[src/rtl/hdmi_pkg.sv]
// hdmi_pkg: shared 720p timing defaults, frame-total helpers, colour-bar table
// and the sync/enable bundle carried through the latency-matching delay line.
package hdmi_pkg;
    localparam int H_ACTIVE_720P = 1280;
    localparam int H_FP_720P     = 110;
    localparam int H_SYNC_720P   = 40;
    localparam int H_BP_720P     = 220;
    localparam int V_ACTIVE_720P = 720;
    localparam int V_FP_720P     = 5;
    localparam int V_SYNC_720P   = 5;
    localparam int V_BP_720P     = 20;

    function automatic int axis_total(int sync, int bp, int active, int fp);
        return sync + bp + active + fp;
    endfunction

    localparam int H_TOTAL_720P = axis_total(H_SYNC_720P, H_BP_720P, H_ACTIVE_720P, H_FP_720P);
    localparam int V_TOTAL_720P = axis_total(V_SYNC_720P, V_BP_720P, V_ACTIVE_720P, V_FP_720P);

    // W, Y, C, G, M, R, B, K
    localparam logic [23:0] BAR_RGB [8] = '{24'hFFFFFF, 24'hFFFF00, 24'h00FFFF, 24'h00FF00,
                                            24'hFF00FF, 24'hFF0000, 24'h0000FF, 24'h000000};

    typedef struct packed {
        logic hs;
        logic vs;
        logic de;
        logic fs;
    } sync_t;
endpackage

[src/rtl/hdmi_timing_gen_if.sv]
// hdmi_timing_gen_if: pixel-buffer read side plus encoder-facing video outputs.
//   master (timing generator): drives rd_fifo_en, vga_*, frame_start, underflow_cnt
//   slave  (buffer/encoder)  : drives rd_fifo_data, rd_fifo_empty
interface hdmi_timing_gen_if;
    logic        rd_fifo_en;
    logic [23:0] rd_fifo_data;
    logic        rd_fifo_empty;
    logic        vga_hs;
    logic        vga_vs;
    logic        vga_de;
    logic [23:0] vga_rgb;
    logic        frame_start;
    logic [15:0] underflow_cnt;

    modport master (
        output rd_fifo_en, vga_hs, vga_vs, vga_de, vga_rgb, frame_start, underflow_cnt,
        input  rd_fifo_data, rd_fifo_empty
    );

    modport slave (
        input  rd_fifo_en, vga_hs, vga_vs, vga_de, vga_rgb, frame_start, underflow_cnt,
        output rd_fifo_data, rd_fifo_empty
    );
endinterface

[src/rtl/hdmi_sync_delay.sv]
// hdmi_sync_delay: N-stage shift register for {hs,vs,de,fs}, matching the FIFO read latency.
//   hdmiclk, hdmi_rst_n (async, active-low); din in; dout = din delayed by N clocks.
module hdmi_sync_delay
    import hdmi_pkg::*;
#(
    parameter int N = 1
) (
    input  logic  hdmiclk,
    input  logic  hdmi_rst_n,
    input  sync_t din,
    output sync_t dout
);
    sync_t sr [N];

    always_ff @(posedge hdmiclk or negedge hdmi_rst_n) begin
        if (!hdmi_rst_n) begin
            for (int i = 0; i < N; i++) sr[i] <= '0;
        end else begin
            sr[0] <= din;
            for (int i = 1; i < N; i++) sr[i] <= sr[i-1];
        end
    end

    assign dout = sr[N-1];
endmodule

[src/rtl/hdmi_timing_gen.sv]
// hdmi_timing_gen: video timing generator; reads the pixel buffer during active video,
// re-times its pixels against HS/VS/DE and counts reads issued while the buffer is empty.
//   hdmiclk, hdmi_rst_n (async, active-low), bus (hdmi_timing_gen_if.master).
//   Optional HDMI_TEST_PATTERN_EN adds input test_mode: 8-bar colour pattern, no FIFO reads.
module hdmi_timing_gen
    import hdmi_pkg::*;
#(
    parameter int H_ACTIVE   = H_ACTIVE_720P,
    parameter int H_FP       = H_FP_720P,
    parameter int H_SYNC     = H_SYNC_720P,
    parameter int H_BP       = H_BP_720P,
    parameter int V_ACTIVE   = V_ACTIVE_720P,
    parameter int V_FP       = V_FP_720P,
    parameter int V_SYNC     = V_SYNC_720P,
    parameter int V_BP       = V_BP_720P,
    parameter bit HS_POL     = 1'b1,
    parameter bit VS_POL     = 1'b1,
    parameter int RD_LATENCY = 1
) (
    input  logic hdmiclk,
    input  logic hdmi_rst_n,
`ifdef HDMI_TEST_PATTERN_EN
    input  logic test_mode,
`endif
    hdmi_timing_gen_if.master bus
);
    localparam int H_TOTAL = axis_total(H_SYNC, H_BP, H_ACTIVE, H_FP);
    localparam int V_TOTAL = axis_total(V_SYNC, V_BP, V_ACTIVE, V_FP);
    localparam int HW = $clog2(H_TOTAL);
    localparam int VW = $clog2(V_TOTAL);

    logic [HW-1:0] h_cnt;
    logic [VW-1:0] v_cnt;
    int            hc, vc;
    logic          h_wrap, v_wrap, h_act, v_act, rd_block;
    logic [23:0]   pix;
    sync_t         s0, sd;

    // Region tests done in int so an active region ending exactly at a power-of-two total cannot truncate.
    assign hc     = int'(h_cnt);
    assign vc     = int'(v_cnt);
    assign h_wrap = hc == H_TOTAL - 1;
    assign v_wrap = vc == V_TOTAL - 1;
    assign h_act  = hc >= H_SYNC + H_BP && hc < H_SYNC + H_BP + H_ACTIVE;
    assign v_act  = vc >= V_SYNC + V_BP && vc < V_SYNC + V_BP + V_ACTIVE;

`ifdef HDMI_TEST_PATTERN_EN
    logic [HW-1:0] px;
    logic [2:0]    bar;
    // px counts output pixels within the current active line, so bars align with vga_de.
    always_ff @(posedge hdmiclk or negedge hdmi_rst_n) begin
        if (!hdmi_rst_n) px <= '0;
        else             px <= sd.de ? px + 1'b1 : '0;
    end
    assign bar      = 3'(int'(px) * 8 / H_ACTIVE);
    assign pix      = test_mode ? BAR_RGB[bar] : bus.rd_fifo_data;
    assign rd_block = test_mode;
`else
    assign pix      = bus.rd_fifo_data;
    assign rd_block = 1'b0;
`endif

    assign bus.rd_fifo_en = s0.de & ~rd_block;

    hdmi_sync_delay #(.N(RD_LATENCY)) u_delay (
        .hdmiclk   (hdmiclk),
        .hdmi_rst_n(hdmi_rst_n),
        .din       (s0),
        .dout      (sd)
    );

    always_ff @(posedge hdmiclk or negedge hdmi_rst_n) begin
        if (!hdmi_rst_n) begin
            h_cnt             <= '0;
            v_cnt             <= '0;
            s0                <= '0;
            bus.vga_hs        <= ~HS_POL;
            bus.vga_vs        <= ~VS_POL;
            bus.vga_de        <= 1'b0;
            bus.vga_rgb       <= '0;
            bus.frame_start   <= 1'b0;
            bus.underflow_cnt <= '0;
        end else begin
            h_cnt           <= h_wrap ? '0 : h_cnt + 1'b1;
            if (h_wrap) v_cnt <= v_wrap ? '0 : v_cnt + 1'b1;
            s0              <= '{hs: hc < H_SYNC, vs: vc < V_SYNC, de: h_act && v_act, fs: hc == 0 && vc == 0};
            bus.vga_de      <= sd.de;
            bus.vga_rgb     <= sd.de ? pix : '0;
            bus.vga_hs      <= sd.hs ^ ~HS_POL;
            bus.vga_vs      <= sd.vs ^ ~VS_POL;
            bus.frame_start <= sd.fs;
            // Timing never stalls on empty; the stale word is passed through and only counted.
            if (bus.rd_fifo_en && bus.rd_fifo_empty && bus.underflow_cnt != 16'hFFFF)
                bus.underflow_cnt <= bus.underflow_cnt + 16'd1;
        end
    end
endmodule

[src/flat_wrapper.sv]
// flat-port wrapper written by rule: the top's interface ports become plain ports
module hdmi_timing_gen_flat import hdmi_pkg::*;
#(
    parameter int H_ACTIVE   = H_ACTIVE_720P,
    parameter int H_FP       = H_FP_720P,
    parameter int H_SYNC     = H_SYNC_720P,
    parameter int H_BP       = H_BP_720P,
    parameter int V_ACTIVE   = V_ACTIVE_720P,
    parameter int V_FP       = V_FP_720P,
    parameter int V_SYNC     = V_SYNC_720P,
    parameter int V_BP       = V_BP_720P,
    parameter bit HS_POL     = 1'b1,
    parameter bit VS_POL     = 1'b1,
    parameter int RD_LATENCY = 1
)
  (hdmiclk, hdmi_rst_n, bus_rd_fifo_en, bus_vga_hs, bus_vga_vs, bus_vga_de, bus_vga_rgb, bus_frame_start, bus_underflow_cnt, bus_rd_fifo_data, bus_rd_fifo_empty);
  hdmi_timing_gen_if bus_i ();
  input  logic hdmiclk;
  input  logic hdmi_rst_n;
  output wire logic [$bits(bus_i.rd_fifo_en)-1:0] bus_rd_fifo_en;
  output wire logic [$bits(bus_i.vga_hs)-1:0] bus_vga_hs;
  output wire logic [$bits(bus_i.vga_vs)-1:0] bus_vga_vs;
  output wire logic [$bits(bus_i.vga_de)-1:0] bus_vga_de;
  output wire logic [$bits(bus_i.vga_rgb)-1:0] bus_vga_rgb;
  output wire logic [$bits(bus_i.frame_start)-1:0] bus_frame_start;
  output wire logic [$bits(bus_i.underflow_cnt)-1:0] bus_underflow_cnt;
  input wire logic [$bits(bus_i.rd_fifo_data)-1:0] bus_rd_fifo_data;
  input wire logic [$bits(bus_i.rd_fifo_empty)-1:0] bus_rd_fifo_empty;
  assign bus_rd_fifo_en = bus_i.rd_fifo_en;
  assign bus_vga_hs = bus_i.vga_hs;
  assign bus_vga_vs = bus_i.vga_vs;
  assign bus_vga_de = bus_i.vga_de;
  assign bus_vga_rgb = bus_i.vga_rgb;
  assign bus_frame_start = bus_i.frame_start;
  assign bus_underflow_cnt = bus_i.underflow_cnt;
  assign bus_i.rd_fifo_data = bus_rd_fifo_data;
  assign bus_i.rd_fifo_empty = bus_rd_fifo_empty;
  hdmi_timing_gen #(.H_ACTIVE(H_ACTIVE), .H_FP(H_FP), .H_SYNC(H_SYNC), .H_BP(H_BP), .V_ACTIVE(V_ACTIVE), .V_FP(V_FP), .V_SYNC(V_SYNC), .V_BP(V_BP), .HS_POL(HS_POL), .VS_POL(VS_POL), .RD_LATENCY(RD_LATENCY)) u_core (.hdmiclk(hdmiclk), .hdmi_rst_n(hdmi_rst_n), .bus(bus_i));
endmodule
[config.mk]
export PLATFORM = sky130hd
export DESIGN_NAME = hdmi_timing_gen_flat
export DESIGN_NICKNAME = d
export VERILOG_FILES = /design/src/rtl/hdmi_pkg.sv /design/src/rtl/hdmi_timing_gen_if.sv /design/src/rtl/hdmi_sync_delay.sv /design/src/rtl/hdmi_timing_gen.sv /design/src/flat_wrapper.sv
export SDC_FILE = /design/constraint.sdc
export NUM_CORES = 1
export LEC_CHECK = 0
export ABC_AREA = 0
export BUFFER_PORTS_ARGS = -buffer_cell sky130_fd_sc_hd__buf_2
export CAP_MARGIN = 40
export CELL_PAD_IN_SITES_DETAIL_PLACEMENT = 1
export CELL_PAD_IN_SITES_GLOBAL_PLACEMENT = 1
export CORE_ASPECT_RATIO = 0.8
export CORE_MARGIN = 1
export CORE_UTILIZATION = 45
export CTS_CLUSTER_DIAMETER = 100
export DETAILED_ROUTE_END_ITERATION = 16
export PLACE_DENSITY_LB_ADDON = 0.1
export SETUP_SLACK_MARGIN = 0.2
export SKIP_LAST_GASP = 1
export SYNTH_ARGS = -nofsm -noshare
export SYNTH_HDL_FRONTEND = slang
export SYNTH_SLANG_ARGS = --single-unit
[constraint.sdc]
create_clock -name hdmiclk -period 5.2 [get_ports hdmiclk]
set_input_delay 0 -clock hdmiclk [delete_from_list [all_inputs] [get_ports hdmiclk]]
set_output_delay 0 -clock hdmiclk [all_outputs]
set_load 0.05 [all_outputs]
# [Word-level counts from Yosys, hierarchy flattened]
# Index checks and enable logic that the tools add are counted.
# Widths: inputs -> output; s select.
[word_totals] register_bits=73 latchBits=0 mem_bits_rw=0 romBits=0 word_cells=39 mem_count=0
[op_classes] addsub=3 mul=0 div_mod_pow=0 magnitude_cmp=6 n_eq_ne=3 shift=0 n_mux=3 bitwise_logic=0 reduce_logical=8
[ops] op="$logic_not 32->1" count=2
[ops] op="$mux 24" count=1
[ops] op="$add 16x1->16 const B" count=1
[ops] op="$ne 16x16->1 const B" count=1
[ops] op="$add 11x1->11 const B" count=1
[ops] op="$eq 11x10->1 const B" count=1
[ops] op="$ge 11x9->1 const B" count=1
[ops] op="$lt 11x11->1 const B" count=1
[ops] op="$lt 11x6->1 const B" count=1
[ops] op="$mux 11" count=1
[ops] op="$add 10x1->10 const B" count=1
[ops] op="$eq 10x10->1 const B" count=1
[ops] op="$ge 10x5->1 const B" count=1
[ops] op="$lt 10x10->1 const B" count=1
[ops] op="$lt 10x3->1 const B" count=1
[ops] op="$mux 10" count=1
[ops] op="$logic_and 1x1->1" count=6

# [Logic depth before layout (Yosys ltp)]
# Gate-level depths: netlist of run 1.
[depth] depth_word=3 ltp_mapped=7

# [Cells and area by module]
# From an unflattened synthesis of run 1, not the netlist that was laid out.
[unflattened] cells_unflattened=276 hier_area_um2=3096.7
[by_module_without_submodules] mod="hdmi_timing_gen" instances=1 cells_per_inst=272 area_each_um2=2996.6
[by_module_without_submodules] mod="hdmi_sync_delay" instances=1 cells_per_inst=4 area_each_um2=100.1

# [Worst setup path before layout of run 1]
# Ideal clock, no wire load.
[synth_path] kind="register -> register" start="reg u_core.bus.underflow_cnt[0]" end="reg u_core.bus.underflow_cnt[1]" t_arrival_ns=2.102 slack_ns=2.974 path_stages_with_launch=6 n_path_buf=0 cell_sequence="dfrtp_1 ha_1 nand3_1 nor4_1 nor2_1 mux2_2"
[synth_between] elab_chain_cells=2 elab_cells_between_ends=3 classes_between="add/sub (1); eq/ne (1); reduce/logical (1)"
[synth_rtl] element="start: declaration" line="hdmi_timing_gen_if.sv:16" text="output rd_fifo_en, vga_hs, vga_vs, vga_de, vga_rgb, frame_start, underflow_cnt,"
[synth_rtl] element="start signal: assignment" line="hdmi_timing_gen.sv:94" text="bus.underflow_cnt <= bus.underflow_cnt + 16'd1;"
[synth_rtl] element="parallel branches: the longest is 2 deep, another holds $add 16x1->16"
# Parallel ways; which one is timed is not known.
# A chain may end at the register's enable or synchronous reset.

# [Worst setup path in the final report of run 1]
# Ends and elaborated chain as after synthesis.

==> results.json, run 1 <==
{
  "critPathMaxStageDelay_ns": 0.77,
  "worst_pin_slew_ns": 0.909,
  "vias": 2572,
  "wire_per_inst_um": 19.5,
  "rows": 26,
  "drtIter0Drc": 97,
  "synth_flop_cell": "dfrtp_1",
  "path_max_fanout": 6,
  "drcViolationCount": 0,
  "seq_area_frac_synth_pct": 58.4,
  "overflow": 0,
  "async_flop_share_pct": 100,
  "drtAntennaViolNets": 0,
  "first_global_vias": 2739,
  "final_util_pct": 62.6,
  "cts_max_level": 3,
  "period_minus_slack_ns": 2.30,
  "cts_setup_buffers": 0,
  "power_density_mw_per_mm2": 289,
  "fmaxAchievable_mhz": 434,
  "setup-violations-final": 0,
  "path_cells": "ha_1, nand3_1, nor4_1, nor2_1, mux2_2",
  "synth_edf_count": 0,
  "cts.clk_slew.worst_paths_ns": 0.07,
  "die_h_um": 76.6,
  "hold_class": "input pin to register",
  "core_area_mm2": 0.00654,
  "wl_mm": 9.11,
  "cts_tree": "done",
  "setup.worst_path.end_class": "register",
  "area_delta_synth_final_pct": 30.9,
  "die_w_um": 95.2,
  "critPathLaunchType": "register",
  "crit_type": "register to register",
  "crit_required_ns": 5.43,
  "fin_setup_tns_ns": 0,
  "start_util_pct": 47.8,
  "hpwlAfterDp_mm": 5.57,
  "max_slew_margin_pct": 38.8,
  "cts_buffers": 9,
  "synth.distinct_cells": 43,
  "grt_max_degree": 69,
  "grtUsageTotal_pct": 27.8,
  "grt_antenna_before_repair": 1,
  "min_period_over_period_pct": 44.3,
  "io-pin-count": 72,
  "synth_area_mm2": 0.00313,
  "fin_nets": 413,
  "status": "finished, final reports clean",
  "skew_ns": 0.0134,
  "dr.pass1.iters": 4,
  "fin_hold_ws_ns": 0.0431,
  "fillers": 715,
  "clock_latency_ns": 0.36,
  "peakVddDrop_mv": 0.145,
  "final_hold_viol_count": 0,
  "synth-seq-cells": 73,
  "drive_gt1_share_pct": 24.8,
  "syn-num-nets": 313,
  "netlist_instances": 279,
  "cts.path.max_buffers": 2,
  "mostFrequentLayoutCell": "dfrtp_1",
  "layout_common_cells": "dfrtp_1, buf_2, and2_1",
  "leakage_nw": 2.05,
  "grt_pass1_wl_mm": 15.1,
  "syn_avg_cell_area_um2": 11.2,
  "cp_slowest_cell": "nor4_1",
  "die_area_mm2": 0.00729,
  "yosys_warnings": 0,
  "max_cap_viol_count": 0,
  "clockRootBuffer": "clkbuf_8",
  "finalMaxSlewViolations": 0,
  "rsz0062_at_grt": "no",
  "crit_arrival_ns": 2.53,
  "vias_per_cell": 5.50,
  "globalplace.congestion": 0.799,
  "port_buffers": 71,
  "cts.sinks": 73
}
==> power breakdown <==
part	internal (mW)	switching (mW)	total, mW	leakage [nW]
combinational	0.0217	0.0181	0.0398	0.929
clock	0.366	0.211	0.577	0.127
sequential	0.567	0	0.567	0.990
total	0.955	0.229	1.18	2.05
==> per-layer routing <==
metal  wire length (µm)  vias up  global-route usage [%]
met5                  0        -                       0
met4                211        0                    9.09
met3                496       18                    7.29
met2               4410       85                    43.4
met1               3990     1291                    37.3
li1                   -     1178                       -
==> worst paths after layout <==
kind | start | end | slack (ns) | cells after the start
setup / recovery | u_core.bus.underflow_cnt[0] | u_core.bus.underflow_cnt[1] | 2.90 | 5
hold / removal | bus_rd_fifo_empty | u_core.bus.underflow_cnt[2] | 0.04 | 3
setup reg to reg | u_core.bus.underflow_cnt[0] | u_core.bus.underflow_cnt[1] | 2.90 | 5
hold reg to reg | u_core.s0[3] | u_core.u_delay.dout[3] | 0.35 | 0
max in group asynchronous | hdmi_rst_n | u_core.h_cnt[1] | 4.58 | 4
min in group asynchronous | hdmi_rst_n | u_core.bus.underflow_cnt[15] | 0.08 | 3
==> kinds of logic (layout without fill, tap and decap cells) <==
group                    after synthesis  count (layout)  share of synthesized area, %
AND/OR/NAND/NOR                      123             123                          21.6
adder cells (fa/ha/maj)                7               7                          2.80
multiplexers                           1               1                         0.360
XOR/XNOR                              22              22                          6.16
flip-flops                            73              73                          58.4
AO/OA/AOI/OAI                         35              35                          8.24
other                                  0               1                             0
buffers and inverters                 18             122                          2.44
==> layout make-up <==
cell class | instances | area, µm² | area share (%)
Inverter | 8 | 30.0 | 0.733
Tap cell | 84 | 105 | 2.57
Clock buffer | 10 | 128 | 3.12
Multi-Input combinational cell | 188 | 1220 | 29.9
Clock inverter | 5 | 129 | 3.15
Sequential cell | 73 | 1830 | 44.6
Antenna cell | 1 | 2.50 | 0.0611
Timing Repair Buffer | 99 | 648 | 15.8
==> sequential cells by signal (all words and copies together), names as in the netlist <==
name	count
u_core.bus.vga_rgb	24
u_core.bus.underflow_cnt	16
u_core.h_cnt	11
u_core.v_cnt	10
u_core.u_delay.dout	4
u_core.s0	3
u_core.bus.frame_start	1
u_core.bus.rd_fifo_en	1
u_core.bus.vga_de	1
u_core.bus.vga_hs	1
u_core.bus.vga_vs	1
==> Yosys cell counts (2+ instances only) <==
cell type | instances | area, µm²
clkbuf_1 | 8 | 30.0
o21ai_0 | 4 | 20.0
nand2_1 | 19 | 71.3
a22oi_1 | 5 | 37.5
a21oi_1 | 7 | 35.0
and3_1 | 7 | 43.8
o31ai_1 | 3 | 22.5
nand3_1 | 17 | 85.1
ha_1 | 7 | 87.6
nand2b_1 | 2 | 12.5
nor3_1 | 10 | 50.1
and2_1 | 26 | 163
or4_4 | 2 | 22.5
nor4_1 | 5 | 31.3
a31oi_1 | 4 | 25.0
nand4_1 | 10 | 62.6
nor2_1 | 17 | 63.8
inv_1 | 8 | 30.0
a41oi_1 | 2 | 17.5
xnor2_1 | 16 | 140
dfrtp_1 | 73 | 1830
xor2_1 | 6 | 52.6
==> worst max-delay path, delay by kind of cell, from the launching register on <==
family                     cells  cell delay, ns
muxes                          1            0.33
adders and majority gates      1            0.28
DFF                            1            0.43
and+or+nand+nor                3            1.13
==> through the flow <==
step	setup slack (ns)	area [µm²]	std cells	power (mW)
6_report	2.90	4090	468	1.18
5_1_grt	2.74	4090	468	1.22
4_1_cts	2.96	4090	467	1.19
3_5_place_dp	2.97	3580	427	0.603
3_3_place_gp	3.08	3560	426	0.600
2_1_floorplan	2.97	3130	279	0.579
==> repair_timing <==
item | 4_1_cts | 5_1_grt
hold endpoints to repair | 97 | 0
resized for setup | 0 | 0
hold buffers | 25 | 0
Note: power is estimated with default switching activity, not from simulation.
==> inputs of run 2 (changes only) <==
--- a/config.mk
+++ b/config.mk
@@ -12,7 +12,7 @@
 export CELL_PAD_IN_SITES_GLOBAL_PLACEMENT = 1
 export CORE_ASPECT_RATIO = 0.8
 export CORE_MARGIN = 1
-export CORE_UTILIZATION = 45
+export CORE_UTILIZATION = 37
 export CTS_CLUSTER_DIAMETER = 100
 export DETAILED_ROUTE_END_ITERATION = 16
 export PLACE_DENSITY_LB_ADDON = 0.1
==> constraint.sdc (replaced) <==
create_clock -name hdmiclk -period 2.1 [get_ports hdmiclk]
set_input_delay 0 -clock hdmiclk [delete_from_list [all_inputs] [get_ports hdmiclk]]
set_output_delay 0 -clock hdmiclk [all_outputs]
set_load 0.05 [all_outputs]
==> run 2 against run 1 <==
Effect of this change:
- clock skew decreased by 0.0042 ns
- via count decreased by 1.7%
- clock power increased by 70%
- first-iteration DRC count decreased by 8.2%
- flip-flop and latch count unchanged
- sequential power increased by 150%
- fmax increased by 16%
- routed wire length decreased by 15%
- utilization decreased by 10 points
==> results.json, run 2 (synthesis gave the netlist of run 1 again) <==
{
  "status": "finished, final reports clean",
  "skew_ns": 0.00925,
  "path_cells": "or4_4, or4_4, buf_6, a22oi_2, o31ai_1",
  "largest_register_ffs": 24,
  "max_slew_margin_pct": 51.8,
  "reg_top3": "u_core.bus.vga_rgb x24, u_core.bus.underflow_cnt x16, u_core.h_cnt x11",
  "globalplace.congestion": 0.767,
  "n_antenna_cell": 0,
  "wire_per_inst_um": 15.2,
  "grtUsageTotal_pct": 19.4,
  "drtAntennaViolNets": 0,
  "cp-endpoint": "u_core.v_cnt[3]",
  "period_minus_slack_ns": 1.98,
  "cts.path.max_buffers": 2,
  "fmaxAchievable_mhz": 505,
  "crit_arrival_ns": 2.21,
  "cts.sinks": 73,
  "area_delta_synth_final_pct": 34.5,
  "drive_gt1_share_pct": 30.9,
  "hpwlAfterDp_mm": 5.29,
  "dr.pass1.iters": 4,
  "r2r_start": "u_core.h_cnt[2]",
  "setup.worst_path.end_class": "register",
  "mostFrequentLayoutCell": "buf_2",
  "cts_max_level": 3,
  "worst_pin_slew_ns": 0.723,
  "fillers": 914,
  "cts_tree": "done",
  "crit_path_frequent_cell": "or4_4",
  "grt_antenna_before_repair": 0,
  "crit_start": "u_core.h_cnt[2]",
  "final_hold_viol_count": 0,
  "drtIter0Drc": 89,
  "die_w_um": 105,
  "clock_latency_ns": 0.35,
  "vias": 2529,
  "die_h_um": 84.2,
  "cts.clk_slew.worst_paths_ns": 0.08,
  "critPathMaxStageDelay_ns": 0.55,
  "die_area_mm2": 0.00883,
  "grt_max_degree": 56,
  "peakVddDrop_mv": 0.276,
  "max_cap_viol_count": 0,
  "worst_r2r_endpoint": "u_core.v_cnt[3]",
  "wl_mm": 7.76,
  "fin_hold_ws_ns": 0.00438,
  "cp_slowest_cell": "or4_4",
  "drcViolationCount": 0,
  "setup-violations-final": 0,
  "cts_buffers": 9,
  "grt_pass1_wl_mm": 13.3,
  "layout_common_cells": "buf_2, dfrtp_1, and2_1",
  "largest-register": "u_core.bus.vga_rgb",
  "first_global_vias": 2608,
  "core_area_mm2": 0.00806,
  "rsz0062_at_grt": "yes",
  "crit_type": "register to register",
  "clockRootBuffer": "clkbuf_8",
  "r2r_slack_ns": 0.12,
  "io-pin-count": 72,
  "layout_setup_ws_ns": 0.120,
  "finalMaxSlewViolations": 0,
  "fin_setup_tns_ns": 0,
  "vias_per_cell": 4.97,
  "rr_worst_depth": 5,
  "port_buffers": 71,
  "crit_required_ns": 2.33,
  "overflow": 0,
  "leakage_nw": 2.09,
  "fin_nets": 430,
  "rows": 29,
  "power_density_mw_per_mm2": 589,
  "start_util_pct": 38.8,
  "min_period_over_period_pct": 94.3,
  "path_max_fanout": 6,
  "hold_class": "input pin to register",
  "pre_cts_ws_ns": 0.0827,
  "critPathLaunchType": "register"
}
-- run 2: cell types whose count changed in the layout (fill, tap and decap cells not counted), sizes merged --
cell	previous run	this run
buf	74	91
bufinv	4	0
clkinv	1	2
clkinvlp	0	2
diode	1	0
inv	8	10
-- run 2: area by class of cell --
class                           count  area, µm²  share of cell area, %
Timing Repair Buffer              116        778                   18.5
Multi-Input combinational cell    188       1260                   30.0
Inverter                            8       30.0                  0.714
Clock buffer                       10        128                   3.03
Tap cell                          108        135                   3.21
Sequential cell                    73       1830                   43.5
Clock inverter                      6       42.5                   1.01
-- run 2: power by group --
part / internal (mW) / total [mW] / switching [mW]
sequential: 1.40 / 1.40 / 0
combinational: 0.0513 / 0.0938 / 0.0425
clock: 0.433 / 0.979 / 0.546
total: 1.89 / 2.48 / 0.588
-- run 2: worst min-delay path by stage --
stage / startpoint / to / slack (ns) / depth (start not counted)
2_1_floorplan: hdmi_rst_n / u_core.bus.frame_start / -0.30 / 0
3_3_place_gp: hdmi_rst_n / u_core.bus.underflow_cnt[7] / 0.10 / 1
3_5_place_dp: hdmi_rst_n / u_core.bus.underflow_cnt[15] / 0.11 / 1
4_1_cts: bus_rd_fifo_empty / u_core.bus.underflow_cnt[2] / 0.002 / 3
5_1_grt: bus_rd_fifo_empty / u_core.bus.underflow_cnt[2] / 0.04 / 3
6_report: bus_rd_fifo_empty / u_core.bus.underflow_cnt[2] / 0.004 / 3
-- run 2: through the flow --
step	utilization [%]	power (mW)	cell area, µm²	std cells
2_1_floorplan	-	1.43	3150	279
3_3_place_gp	46.2	1.49	3720	462
3_5_place_dp	46.2	1.49	3720	462
4_1_cts	51.6	2.51	4150	504
5_1_grt	52.2	2.58	4210	509
6_report	52.2	2.48	4210	509
-- run 2: timing repair --
action	CTS	global route
pin swaps	3	2
setup buffers	1	5
endpoints found under the hold margin	78	0
resized for setup	3	3
hold buffers	25	0
endpoints found under the setup margin	6	12
-- run 2: worst max-delay path: cells and delay by family, from the launching register on --
| kind | cells | cell delay (ns) |
|---|---|---|
| AOI/OAI and AO/OA | 2 | 0.23 |
| buffers and inverters | 1 | 0.16 |
| DFF | 1 | 0.38 |
| and+or+nand+nor | 2 | 1.09 |
-- run 2: per-layer routing --
layer | track usage [%] | part of all wire, %
met1 | 28.3 | 51
met2 | 28.5 | 43
met3 | 4.89 | 4.7
met4 | 5.76 | 1.1
met5 | 0 | 0
==> inputs of run 3 (changes only) <==
--- a/config.mk
+++ b/config.mk
@@ -8,14 +8,13 @@
 export ABC_AREA = 0
 export BUFFER_PORTS_ARGS = -buffer_cell sky130_fd_sc_hd__buf_2
 export CAP_MARGIN = 40
-export CELL_PAD_IN_SITES_DETAIL_PLACEMENT = 1
-export CELL_PAD_IN_SITES_GLOBAL_PLACEMENT = 1
 export CORE_ASPECT_RATIO = 0.8
 export CORE_MARGIN = 1
-export CORE_UTILIZATION = 37
+export CORE_UTILIZATION = 45
 export CTS_CLUSTER_DIAMETER = 100
 export DETAILED_ROUTE_END_ITERATION = 16
-export PLACE_DENSITY_LB_ADDON = 0.1
+export GPL_TIMING_DRIVEN = 0
+export PLACE_DENSITY = 0.71
 export SETUP_SLACK_MARGIN = 0.2
 export SKIP_LAST_GASP = 1
 export SYNTH_ARGS = -nofsm -noshare
==> run 3 against run 2 <==
Effect of this change:
- die area decreased by 17%
- count of clock-buffer cells in the layout is the same
- global-route usage increased by 0.56 points
- routed wire length decreased by 9.2%
- fmax decreased by 3.7%
- clock power fell by 2%
- sequential share of layout area grew 0.25 points
- worst setup slack lost 0.076 ns
==> results.json, run 3 (synthesis gave the netlist of run 1 again) <==
{
  "drcViolationCount": 0,
  "crit_required_ns": 2.33,
  "worst_pin_slew_ns": 0.486,
  "die_h_um": 76.6,
  "comb_power_share_pct": 3.9,
  "peakVddDrop_mv": 0.262,
  "setup-violations-final": 0,
  "wire_per_inst_um": 14.7,
  "fin_hold_ws_ns": 0.0612,
  "status": "finished, final reports clean",
  "skew_ns": 0.00851,
  "area_delta_synth_final_pct": 34.1,
  "postPlaceCellArea_mm2": 0.00364,
  "power_frac_clock_pct": 39.1,
  "fillers": 521,
  "cts_max_level": 3,
  "path_cells": "or4_4, or4_4, buf_8, a22oi_2, o31ai_2",
  "grtUsageTotal_pct": 20.0,
  "clockRootBuffer": "clkbuf_8",
  "finalMaxSlewViolations": 0,
  "port_buffers": 71,
  "final_util_pct": 64.1,
  "rows": 26,
  "wl_mm": 7.05,
  "drtAntennaViolNets": 0,
  "power_density_mw_per_mm2": 587,
  "max_cap_viol_count": 0,
  "crit_family": "simple AND/OR/NAND/NOR gates",
  "rsz0062_at_grt": "yes",
  "first_global_vias": 2372,
  "cts_tree": "done",
  "leakage_nw": 2.06,
  "critPathBufInv": 1,
  "path_max_fanout": 5,
  "io-pin-count": 72,
  "cp_slowest_cell": "or4_4",
  "n_antenna_cell": 0,
  "cts_buffers": 9,
  "switching_share_pct": 23.3,
  "reg_top3": "u_core.bus.vga_rgb x24, u_core.bus.underflow_cnt x16, u_core.h_cnt x11",
  "fin_nets": 425,
  "rr_worst_depth": 5,
  "dp.cells": 435,
  "crit_type": "register to register",
  "cp.depth": 5,
  "hpwlAfterDp_mm": 4.52,
  "cts.clk_slew.worst_paths_ns": 0.08,
  "vias": 2530,
  "seqPwrFrac_pct": 57.0,
  "max_slew_margin_pct": 67.3,
  "crit_path_frequent_cell": "or4_4",
  "drive_gt1_share_pct": 31.1,
  "setup.worst_path.end_class": "register",
  "grt_pass1_wl_mm": 11.1,
  "mostFrequentLayoutCell": "buf_2",
  "final_hold_viol_count": 0,
  "overflow": 0,
  "net-switching-power_mw": 0.574,
  "period_minus_slack_ns": 2.06,
  "fin_cells": 480,
  "largest-register": "u_core.bus.vga_rgb",
  "layout_common_cells": "buf_2, dfrtp_1, dlygate4sd3_1",
  "cts.sinks": 73,
  "cts.path.max_buffers": 2,
  "grt_max_degree": 62,
  "largest_register_ffs": 24,
  "vias_per_cell": 5.27,
  "clock_latency_ns": 0.34,
  "critPathLaunchType": "register",
  "drtIter0Drc": 130,
  "die_area_mm2": 0.00729,
  "core_area_mm2": 0.00654,
  "grt_antenna_before_repair": 0,
  "crit_arrival_ns": 2.28,
  "design_area_mm2": 0.00419,
  "dr.pass1.iters": 4,
  "hold_class": "input pin to async pin",
  "start_util_pct": 47.8,
  "globalplace.congestion": 0.836,
  "min_period_over_period_pct": 97.9,
  "critPathMaxStageDelay_ns": 0.56,
  "power.internal_mw": 1.89,
  "fmaxAchievable_mhz": 486,
  "die_w_um": 95.2
}
[run 3: cell types whose count changed in the layout (fill, tap and decap cells not counted), moves of 4 or more]
cell	change
dfrtp_1	-4
clkbuf_1	+6
dfrtp_2	+4
nand2_1	-4
buf_4	-14
[run 3: what timing repair did]
item                                    4_1_cts  5_1_grt
hold buffers                                 26        0
cloned                                        0        1
endpoints found under the hold margin        98        0
gates resized for setup                       3       23
setup buffers                                 2        0
endpoints found under the setup margin       16       18
pin swaps                                     3        4
[run 3: worst paths after layout]
kind | start | endpoint | slack [ns]
min reg2reg | u_core.u_delay.dout[0] | u_core.bus.frame_start | 0.34
min in group hdmiclk | u_core.u_delay.dout[0] | u_core.bus.frame_start | 0.34
max | u_core.h_cnt[3] | u_core.v_cnt[6] | 0.04
max reg2reg | u_core.h_cnt[3] | u_core.v_cnt[6] | 0.04
min | hdmi_rst_n | u_core.bus.underflow_cnt[8] | 0.06
max in group asynchronous | hdmi_rst_n | u_core.h_cnt[7] | 1.47
[run 3: stage by stage]
stage               setup TNS (ns)  worst slack (ns)  total power [mW]
floorplan                        0             0.100              1.43
global placement                 0            0.0176              1.48
detailed placement        -0.00153          -0.00153              1.49
CTS                              0            0.0510              2.49
global route                     0           0.00166              2.56
finish                           0            0.0442              2.46
[run 3: layer usage]
layer  up-vias  routed length, µm  GRT usage, %
met3         9                583          7.68
met2       101               3260          31.0
met4         0                 55          4.85
met5         -                  0             0
met1      1213               3140          26.2
li1       1207                  -             -
[run 3: power by group through the flow]
stage	registers (mW)	logic, mW	clock network [mW]
after CTS	1.40	0.0954	0.994
after global placement	1.43	0.0506	0
after floorplan	1.43	0.0000448	0
final	1.40	0.0954	0.963
after detailed placement	1.43	0.0578	0
after global routing	1.40	0.106	1.05
[run 3: cell type report]
type | count | area, µm² | share of cell area, %
flip-flops and latches | 73 | 1840 | 43.8
multi-input cells | 188 | 1310 | 31.2
repair buffers | 101 | 686 | 16.3
clock buffers | 10 | 128 | 3.04
well taps | 84 | 105 | 2.51
plain buffers | 10 | 55.1 | 1.31
clock inverters | 6 | 45.0 | 1.07
inverters | 8 | 30.0 | 0.716
